File: src/rtl/lsu_mem_stage_pkg.sv
// Shared definitions for the RV32 load/store memory stage: funct3 codes,
// FSM state encoding and the store byte-enable helper.
package lsu_pkg;

    localparam logic [2:0] F3_B  = 3'b000;
    localparam logic [2:0] F3_H  = 3'b001;
    localparam logic [2:0] F3_W  = 3'b010;
    localparam logic [2:0] F3_BU = 3'b100;
    localparam logic [2:0] F3_HU = 3'b101;

    typedef enum logic [1:0] {
        IDLE   = 2'd0,
        ACCESS = 2'd1,
        RESP   = 2'd2
    } state_t;

    function automatic logic [3:0] wmask_of(input logic [2:0] funct3, input logic [1:0] off);
        case (funct3)
            F3_B:    wmask_of = 4'b0001 << off;
            F3_H:    wmask_of = 4'b0011 << off;
            F3_W:    wmask_of = 4'b1111;
            default: wmask_of = 4'b0000;
        endcase
    endfunction

endpackage

File: src/rtl/lsu_mem_stage_if.sv
// Request, response and data-RAM signals of the load/store stage.
// The stage itself connects through the slave modport.
interface lsu_mem_stage_if #(
    parameter int XLEN = 32
);
    logic            req_valid;
    logic            req_ready;
    logic            req_is_store;
    logic [2:0]      req_funct3;
    logic [XLEN-1:0] req_addr;
    logic [XLEN-1:0] req_wdata;

    logic            resp_valid;
    logic            resp_ready;
    logic [XLEN-1:0] resp_rdata;
    logic            resp_misaligned;

    logic            mem_valid;
    logic            mem_write_en;
    logic [XLEN-1:0] mem_addr;
    logic [XLEN-1:0] mem_wdata;
    logic [3:0]      mem_wmask;
    logic [XLEN-1:0] mem_rdata;

    modport slave (
        input  req_valid, req_is_store, req_funct3, req_addr, req_wdata,
        input  resp_ready, mem_rdata,
        output req_ready, resp_valid, resp_rdata, resp_misaligned,
        output mem_valid, mem_write_en, mem_addr, mem_wdata, mem_wmask
    );

    modport master (
        output req_valid, req_is_store, req_funct3, req_addr, req_wdata,
        output resp_ready, mem_rdata,
        input  req_ready, resp_valid, resp_rdata, resp_misaligned,
        input  mem_valid, mem_write_en, mem_addr, mem_wdata, mem_wmask
    );
endinterface

File: src/rtl/lsu_mem_stage_load_ext.sv
// Load data alignment: selects the addressed byte/half lane of the RAM word
// and sign- or zero-extends it according to funct3.
module lsu_load_ext
    import lsu_pkg::*;
#(
    parameter int XLEN = 32
) (
    input  logic [2:0]      i_funct3,
    input  logic [1:0]      i_off,
    input  logic [XLEN-1:0] i_word,
    output logic [XLEN-1:0] o_data
);
    logic [4:0]  w_bidx;
    logic [4:0]  w_hidx;
    logic [7:0]  w_byte;
    logic [15:0] w_half;

    always_comb begin
        w_bidx = {i_off, 3'b000};
        w_hidx = {i_off[1], 4'b0000};
        w_byte = i_word[w_bidx +: 8];
        w_half = i_word[w_hidx +: 16];
        case (i_funct3)
            F3_B:    o_data = {{(XLEN-8){w_byte[7]}}, w_byte};
            F3_BU:   o_data = {{(XLEN-8){1'b0}}, w_byte};
            F3_H:    o_data = {{(XLEN-16){w_half[15]}}, w_half};
            F3_HU:   o_data = {{(XLEN-16){1'b0}}, w_half};
            F3_W:    o_data = i_word;
            default: o_data = '0;
        endcase
    end

endmodule

File: src/rtl/lsu_mem_stage.sv
// RV32 load/store stage in front of the data RAM: one op at a time,
// IDLE -> ACCESS -> RESP, or IDLE -> RESP for rejected ops.
module lsu_mem_stage
    import lsu_pkg::*;
#(
    parameter int XLEN        = 32,
    parameter bit CHECK_ALIGN = 1'b1
) (
    input logic            clock,
    input logic            reset,
    lsu_mem_stage_if.slave bus
);
    state_t          r_state, w_state_nxt;
    logic            r_req_ready, w_req_ready_nxt;
    logic            r_is_store, w_is_store_nxt;
    logic [2:0]      r_funct3, w_funct3_nxt;
    logic [1:0]      r_off, w_off_nxt;
    logic            r_resp_valid, w_resp_valid_nxt;
    logic            r_resp_mis, w_resp_mis_nxt;
    logic            r_first, w_first_nxt;
    logic [XLEN-1:0] r_hold, w_hold_nxt;
    logic            r_mem_valid, w_mem_valid_nxt;
    logic            r_mem_we, w_mem_we_nxt;
    logic [XLEN-1:0] r_mem_addr, w_mem_addr_nxt;
    logic [XLEN-1:0] r_mem_wdata, w_mem_wdata_nxt;
    logic [3:0]      r_mem_wmask, w_mem_wmask_nxt;

    logic            w_size_h, w_size_w, w_illegal, w_misaligned;
    logic [1:0]      w_off;
    logic [XLEN-1:0] w_ext, w_load_data;

    always_comb begin
        w_size_h = (bus.req_funct3 == F3_H) || (bus.req_funct3 == F3_HU);
        w_size_w = (bus.req_funct3 == F3_W);
        case (bus.req_funct3)
            F3_B, F3_H, F3_W: w_illegal = 1'b0;
            F3_BU, F3_HU:     w_illegal = bus.req_is_store;
            default:          w_illegal = 1'b1;
        endcase
        w_misaligned = CHECK_ALIGN && ((w_size_h && bus.req_addr[0]) ||
                                       (w_size_w && (bus.req_addr[1:0] != 2'b00)));
        // Without alignment checking the sub-size address bits are simply dropped.
        if (w_size_w)      w_off = 2'b00;
        else if (w_size_h) w_off = {bus.req_addr[1], 1'b0};
        else               w_off = bus.req_addr[1:0];
    end

    lsu_load_ext #(.XLEN(XLEN)) u_load_ext (
        .i_funct3 (r_funct3),
        .i_off    (r_off),
        .i_word   (bus.mem_rdata),
        .o_data   (w_ext)
    );

    assign w_load_data = r_is_store ? '0 : w_ext;

    always_comb begin
        w_state_nxt     = r_state;
        w_is_store_nxt  = r_is_store;
        w_funct3_nxt    = r_funct3;
        w_off_nxt       = r_off;
        w_resp_valid_nxt = r_resp_valid;
        w_resp_mis_nxt  = r_resp_mis;
        w_first_nxt     = 1'b0;
        w_hold_nxt      = r_hold;
        w_mem_valid_nxt = 1'b0;
        w_mem_we_nxt    = 1'b0;
        w_mem_addr_nxt  = '0;
        w_mem_wdata_nxt = '0;
        w_mem_wmask_nxt = '0;
        case (r_state)
            IDLE: begin
                if (bus.req_valid && r_req_ready) begin
                    w_is_store_nxt = bus.req_is_store;
                    w_funct3_nxt   = bus.req_funct3;
                    w_off_nxt      = w_off;
                    if (w_misaligned || w_illegal) begin
                        w_state_nxt      = RESP;
                        w_resp_valid_nxt = 1'b1;
                        w_resp_mis_nxt   = 1'b1;
                        w_hold_nxt       = '0;
                    end else begin
                        w_state_nxt     = ACCESS;
                        w_mem_valid_nxt = 1'b1;
                        w_mem_we_nxt    = bus.req_is_store;
                        w_mem_addr_nxt  = {bus.req_addr[XLEN-1:2], 2'b00};
                        if (bus.req_is_store) begin
                            w_mem_wmask_nxt = wmask_of(bus.req_funct3, w_off);
                            case (bus.req_funct3)
                                F3_B:    w_mem_wdata_nxt = {4{bus.req_wdata[7:0]}};
                                F3_H:    w_mem_wdata_nxt = {2{bus.req_wdata[15:0]}};
                                default: w_mem_wdata_nxt = bus.req_wdata;
                            endcase
                        end
                    end
                end
            end
            ACCESS: begin
                w_state_nxt      = RESP;
                w_resp_valid_nxt = 1'b1;
                w_resp_mis_nxt   = 1'b0;
                w_first_nxt      = 1'b1;
                w_hold_nxt       = '0;
            end
            RESP: begin
                // RAM data is only valid in the first RESP cycle; keep it afterwards.
                if (r_first) w_hold_nxt = w_load_data;
                if (bus.resp_ready) begin
                    w_state_nxt      = IDLE;
                    w_resp_valid_nxt = 1'b0;
                    w_resp_mis_nxt   = 1'b0;
                    w_hold_nxt       = '0;
                end
            end
            default: w_state_nxt = IDLE;
        endcase
        w_req_ready_nxt = (w_state_nxt == IDLE);
    end

    always_ff @(posedge clock) begin
        if (!reset) begin
            r_state      <= IDLE;
            r_req_ready  <= 1'b0;
            r_is_store   <= 1'b0;
            r_funct3     <= 3'b000;
            r_off        <= 2'b00;
            r_resp_valid <= 1'b0;
            r_resp_mis   <= 1'b0;
            r_first      <= 1'b0;
            r_hold       <= '0;
            r_mem_valid  <= 1'b0;
            r_mem_we     <= 1'b0;
            r_mem_addr   <= '0;
            r_mem_wdata  <= '0;
            r_mem_wmask  <= '0;
        end else begin
            r_state      <= w_state_nxt;
            r_req_ready  <= w_req_ready_nxt;
            r_is_store   <= w_is_store_nxt;
            r_funct3     <= w_funct3_nxt;
            r_off        <= w_off_nxt;
            r_resp_valid <= w_resp_valid_nxt;
            r_resp_mis   <= w_resp_mis_nxt;
            r_first      <= w_first_nxt;
            r_hold       <= w_hold_nxt;
            r_mem_valid  <= w_mem_valid_nxt;
            r_mem_we     <= w_mem_we_nxt;
            r_mem_addr   <= w_mem_addr_nxt;
            r_mem_wdata  <= w_mem_wdata_nxt;
            r_mem_wmask  <= w_mem_wmask_nxt;
        end
    end

    assign bus.req_ready       = r_req_ready;
    assign bus.resp_valid      = r_resp_valid;
    assign bus.resp_rdata      = r_first ? w_load_data : r_hold;
    assign bus.resp_misaligned = r_resp_mis;
    assign bus.mem_valid       = r_mem_valid;
    assign bus.mem_write_en    = r_mem_we;
    assign bus.mem_addr        = r_mem_addr;
    assign bus.mem_wdata       = r_mem_wdata;
    assign bus.mem_wmask       = r_mem_wmask;

endmodule

File: src/flat_wrapper.sv
// flat-port wrapper written by rule: the top's interface ports become plain ports
module lsu_mem_stage_flat import lsu_pkg::*;
#(
    parameter int XLEN        = 32,
    parameter bit CHECK_ALIGN = 1'b1
)
  (clock, reset, bus_req_valid, bus_req_is_store, bus_req_funct3, bus_req_addr, bus_req_wdata, bus_resp_ready, bus_mem_rdata, bus_req_ready, bus_resp_valid, bus_resp_rdata, bus_resp_misaligned, bus_mem_valid, bus_mem_write_en, bus_mem_addr, bus_mem_wdata, bus_mem_wmask);
  lsu_mem_stage_if #(.XLEN(XLEN)) bus_i ();
  input logic clock;
  input logic reset;
  input wire logic [$bits(bus_i.req_valid)-1:0] bus_req_valid;
  input wire logic [$bits(bus_i.req_is_store)-1:0] bus_req_is_store;
  input wire logic [$bits(bus_i.req_funct3)-1:0] bus_req_funct3;
  input wire logic [$bits(bus_i.req_addr)-1:0] bus_req_addr;
  input wire logic [$bits(bus_i.req_wdata)-1:0] bus_req_wdata;
  input wire logic [$bits(bus_i.resp_ready)-1:0] bus_resp_ready;
  input wire logic [$bits(bus_i.mem_rdata)-1:0] bus_mem_rdata;
  output wire logic [$bits(bus_i.req_ready)-1:0] bus_req_ready;
  output wire logic [$bits(bus_i.resp_valid)-1:0] bus_resp_valid;
  output wire logic [$bits(bus_i.resp_rdata)-1:0] bus_resp_rdata;
  output wire logic [$bits(bus_i.resp_misaligned)-1:0] bus_resp_misaligned;
  output wire logic [$bits(bus_i.mem_valid)-1:0] bus_mem_valid;
  output wire logic [$bits(bus_i.mem_write_en)-1:0] bus_mem_write_en;
  output wire logic [$bits(bus_i.mem_addr)-1:0] bus_mem_addr;
  output wire logic [$bits(bus_i.mem_wdata)-1:0] bus_mem_wdata;
  output wire logic [$bits(bus_i.mem_wmask)-1:0] bus_mem_wmask;
  assign bus_i.req_valid = bus_req_valid;
  assign bus_i.req_is_store = bus_req_is_store;
  assign bus_i.req_funct3 = bus_req_funct3;
  assign bus_i.req_addr = bus_req_addr;
  assign bus_i.req_wdata = bus_req_wdata;
  assign bus_i.resp_ready = bus_resp_ready;
  assign bus_i.mem_rdata = bus_mem_rdata;
  assign bus_req_ready = bus_i.req_ready;
  assign bus_resp_valid = bus_i.resp_valid;
  assign bus_resp_rdata = bus_i.resp_rdata;
  assign bus_resp_misaligned = bus_i.resp_misaligned;
  assign bus_mem_valid = bus_i.mem_valid;
  assign bus_mem_write_en = bus_i.mem_write_en;
  assign bus_mem_addr = bus_i.mem_addr;
  assign bus_mem_wdata = bus_i.mem_wdata;
  assign bus_mem_wmask = bus_i.mem_wmask;
  lsu_mem_stage #(.XLEN(XLEN), .CHECK_ALIGN(CHECK_ALIGN)) u_core (.clock(clock), .reset(reset), .bus(bus_i));
endmodule
File: config.mk
export PLATFORM = sky130hd
export DESIGN_NAME = lsu_mem_stage_flat
export DESIGN_NICKNAME = d
export VERILOG_FILES = /design/src/rtl/lsu_mem_stage_pkg.sv /design/src/rtl/lsu_mem_stage_if.sv /design/src/rtl/lsu_mem_stage_load_ext.sv /design/src/rtl/lsu_mem_stage.sv /design/src/flat_wrapper.sv
export SDC_FILE = /design/constraint.sdc
export NUM_CORES = 1
export LEC_CHECK = 0
export CORE_MARGIN = 2
export CORE_UTILIZATION = 30
export DETAILED_ROUTE_END_ITERATION = 8
export DONT_BUFFER_PORTS = 1
export GPL_ROUTABILITY_DRIVEN = 0
export PLACE_DENSITY = 0.47
export SLEW_MARGIN = 20
export SYNTH_ARGS = -nofsm -noshare
export SYNTH_HDL_FRONTEND = slang
export SYNTH_SLANG_ARGS = --single-unit
File: constraint.sdc
create_clock -name clock -period 2.65 [get_ports clock]
set_input_delay 0.6625 -clock clock [delete_from_list [all_inputs] [get_ports clock]]
set_output_delay 0.6625 -clock clock [all_outputs]
set_load 0.01 [all_outputs]
==> impl_summary.log <==
INFO  metric first_pass_iters = 4
INFO  metric r2r_slack = roughly 0.73 ns
INFO  metric timing.critical_path.buf_inv = 1
INFO  metric syn-instance-count = 533
INFO  metric cts.path.max_buffers = 2
INFO  metric core-area = 0.01641 mm2
INFO  metric setup_violations = 0
INFO  metric power_switching_share = between 20% and 30%
INFO  metric htreeDepth = 3
INFO  metric reg2reg_depth = 7
INFO  metric leakage = between 2 and 2.5 nW
INFO  metric synthDistinctLibCells = 57
INFO  metric path_delay_family = simple AND/OR/NAND/NOR gates
INFO  metric max-cap-violations = 0
INFO  metric synth_edf_count = 0
INFO  metric multi_input_gate_area_in_the_final_layout = around 0.0026 mm2
INFO  metric total_switching_power = 1.025 mW
INFO  metric min-delay-start = bus_req_addr[7]
INFO  metric synthesis.area = about 0.005 mm2
INFO  metric timing.final.hold_violations = 0
INFO  metric timing.slew.headroom = approximately 64%
INFO  metric io_pins = 209
INFO  metric clock_tree.root_cell = sky130_fd_sc_hd__clkbuf_16
INFO  metric holdPathStages = 1
INFO  metric cp-start-kind = flop
INFO  metric antenna_found_initial = 0
INFO  metric hold_path_class = in2reg
INFO  metric crit_slowest_cell = sky130_fd_sc_hd__a31oi_1
INFO  metric highest_ir_drop_seen_on_vdd = about 0.3 mV
INFO  metric synthArstFlopShare = 0%
INFO  metric wire_length_of_the_first_global_routing_pass = around 24 mm
INFO  metric overall_global_routing_usage = between 10% and 20%
INFO  metric transition_time_of_the_tightest_slew_check_pin = about 0.53 ns
INFO  metric route.detailed.wl_per_inst = between 20 and 25 um
INFO  metric placed_cell_area = about 0.0053 mm2
INFO  metric outcome = finished, final reports clean
INFO  metric layout.area.seq = approximately 0.0022 mm2
INFO  metric stdcell_area = around 0.0057 mm2
INFO  metric yosys_top_cell_area_share = 44.93%
INFO  metric wire_length_reported_by_the_detailed_router = between 15 and 20 mm
INFO  metric comb_power_share = ~11%
INFO  metric yosys_warnings = 0
INFO  metric report.final.slew_viol_count = 0
INFO  metric drt_drc = 0
INFO  metric numPortBuffers = 0
INFO  metric crit_arrival = ~1.9 ns
INFO  metric period_share = 98.35%
INFO  metric drive_gt1_share = between 10% and 20%
INFO  metric grt_remaining_overflow = 0
INFO  metric worstSkewPairLatency = ~0.37 ns
INFO  metric holdPathEnd = u_core.bus.mem_addr[7]$_SDFF_PP0_
INFO  metric synth_ff_type = sky130_fd_sc_hd__dfxtp_1
INFO  metric first_global_vias = ~4100
INFO  metric power.internal = 2.553 mW
INFO  metric clock_power_share = about two fifths
INFO  metric power_density = 627.4 mW/mm2
INFO  metric postSynthAreaPerCell = between 9 and 10 um2
INFO  metric worst_path_largest_cell_delay = roughly 0.42 ns
INFO  metric post_drt_via_cell_ratio = around 5.3
INFO  metric largest_net_degree_at_the_start_of_global_routing = 32
INFO  metric worstPathMaxFanout = 15
INFO  metric placement_rows = 47
INFO  metric cp_cell_sequence = buf_4 -> nor3b_1 -> nand2_2 -> a31oi_1
INFO  metric cts_sinks = between 100 and 150
INFO  metric synth.top_cells.by_area = sky130_fd_sc_hd__dfxtp_1, sky130_fd_sc_hd__mux2i_1, sky130_fd_sc_hd__a22o_1
INFO  metric rr_startpoint = u_core.r_state[1]$_SDFF_PN0_
INFO  metric cts_tree = yes
INFO  metric rr_endpoint = u_core.r_hold[6]$_SDFFE_PN0P_
INFO  metric die_height = around 130 um
INFO  metric synth_area_leader_cell = sky130_fd_sc_hd__dfxtp_1
INFO  metric worst_setup_hold_path_clk_slew = about 0.090 ns
INFO  metric share_seq_of_total_power = 49.2%
INFO  metric critical_path.endpoint_type = output pin
INFO  metric fin_worst_skew = roughly 0.013 ns
INFO  metric fmax = between 300 and 400 MHz
INFO  metric fillerInstances = 1701
INFO  metric synth.yosys.seq_area_share = approximately 45%
INFO  metric synth.ff_latch_count = about 110
INFO  metric route.vias.total = about 4000
INFO  metric die-area = 0.01768 mm2
INFO  metric cts_hold_buffers = 0
INFO  metric antenna_cells = 0
INFO  metric layout.nets = 641
INFO  metric critPathRequiredTime = slightly below 2 ns
INFO  metric total_negative_setup_slack = 0 ns
INFO  metric initial_core_util = between 30% and 40%
INFO  metric rsz0062_at_grt = true
INFO  metric cts_buffers = 9
INFO  metric ant_nets = 0
INFO  metric place.detailed.hpwl = ~11 mm
INFO  metric die_width = approximately 130 um
INFO  metric drt-initial-drc-count = between 200 and 250
INFO  metric area_growth_syn_to_layout = 14.29%
INFO  metric period_needed = between 2 and 3 ns
INFO  metric worstSetupPathType = reg2out
==> synth_stat cells, drive strengths merged, types with 8 or more instances <==
master and count:
and2 32, mux2i 29, buf 16, dfxtp 112
a31oi 16, nor2b 21, a211oi 9, nand2 36
a32oi 8, a21oi 51, a22o 31, a21boi 8
nand2b 15, inv 14, clkbuf 28, nor2 25
and3 11
==> cells by family after synthesis <==
family / count (synthesis) / share of synthesized area (%)
other: 1 / 0.07515
muxes: 34 / 6.946
DFF: 112 / 44.93
and+or+nand+nor: 164 / 18.23
adders and majority gates: 4 / 1.003
buffers and inverters: 58 / 5.566
AOI/OAI and AO/OA: 160 / 23.25
==> flip-flops by register name, indices dropped and copies added (netlist names) <==
name,cells
u_core.bus.mem_addr,30
u_core.bus.mem_valid,1
u_core.bus.mem_wdata,32
u_core.bus.mem_wmask,4
u_core.bus.mem_write_en,1
u_core.bus.req_ready,1
u_core.bus.resp_misaligned,1
u_core.bus.resp_valid,1
u_core.r_first,1
u_core.r_funct3,3
u_core.r_hold,32
u_core.r_is_store,1
u_core.r_off,2
u_core.r_state,2
==> power groups by stage <==
stage / combinational [mW] / clock, mW / sequential, mW
5_1_grt: 0.438 / 1.51 / 1.77
2_1_floorplan: 0.302 / 0 / 1.78
6_report: 0.400 / 1.42 / 1.76
3_3_place_gp: 0.379 / 0 / 1.80
4_1_cts: 0.385 / 1.45 / 1.76
3_5_place_dp: 0.382 / 0 / 1.80
==> cell type report <==
class / count / share of cell area [%]
Inverter: 14 / 0.9215
Tap cell: 220 / 4.827
Timing Repair Buffer: 32 / 4.563
Multi-Input combinational cell: 364 / 44.82
Clock inverter: 7 / 1.514
Clock buffer: 9 / 3.949
Sequential cell: 112 / 39.40
==> metal layers <==
metal  track usage (%)  part of all wire, %
met5                 0                    0
met4             6.272                  2.0
met3             6.513                   10
met2             27.89                   47
met1             20.52                   41
==> worst max path at each step <==
stage	from	to	cells after the start
floorplan	bus_mem_rdata[15]	bus_resp_rdata[15]	3
global placement	bus_mem_rdata[28]	bus_resp_rdata[4]	6
detailed placement	bus_mem_rdata[15]	bus_resp_rdata[14]	5
CTS	u_core.r_off[1]$_SDFFE_PN0P_	bus_resp_rdata[31]	4
global route	u_core.r_funct3[2]$_SDFFE_PN0P_	bus_resp_rdata[13]	4
finish	u_core.r_off[1]$_SDFFE_PN0P_	bus_resp_rdata[18]	4
==> worst reg2reg max path, delay by kind of cell, from the launching register on <==
kind	cells	cell delay, ns
AOI/OAI and AO/OA	2	0.30
adders and majority gates	1	0.25
buffers and inverters	2	0.30
DFF	1	0.39
and+or+nand+nor	2	0.62
==> what timing repair did <==
| item | in CTS | in global routing |
|---|---|---|
| gates resized for setup | 3 | 16 |
| setup endpoints to repair | 17 | 26 |
| setup buffers | 0 | 0 |
| endpoints found under the hold margin | 0 | 0 |
==> metrics by stage <==
stage / utilization [%] / worst slack [ns] / total power [mW] / hold slack, ns / std cells
final: 34.76 / 0.04377 / 3.578 / 0.4093 / 758
after global routing: 34.76 / -0.03665 / 3.717 / 0.4061 / 758
after CTS: 34.28 / -0.04002 / 3.596 / 0.3985 / 758
after detailed placement: 32.33 / 0.2466 / 2.181 / 0.4503 / 742
after global placement: 32.33 / 0.2254 / 2.177 / 0.4491 / 742
after floorplan: - / 0.3513 / 2.083 / 0.4345 / 534
==> cell usage in the layout, fill, tap and decap left out, types with 11 or more instances in the layout <==
master / n
sky130_fd_sc_hd__mux2i_1: 29
sky130_fd_sc_hd__nor2_1: 24
sky130_fd_sc_hd__buf_4: 29
sky130_fd_sc_hd__inv_1: 14
sky130_fd_sc_hd__nand2b_1: 15
sky130_fd_sc_hd__and2_1: 32
sky130_fd_sc_hd__a21oi_1: 51
sky130_fd_sc_hd__nor2b_1: 20
sky130_fd_sc_hd__nand2_1: 35
sky130_fd_sc_hd__dfxtp_1: 108
sky130_fd_sc_hd__and3_1: 11
sky130_fd_sc_hd__a22o_1: 31
Power figures use the tool's default switching activity.
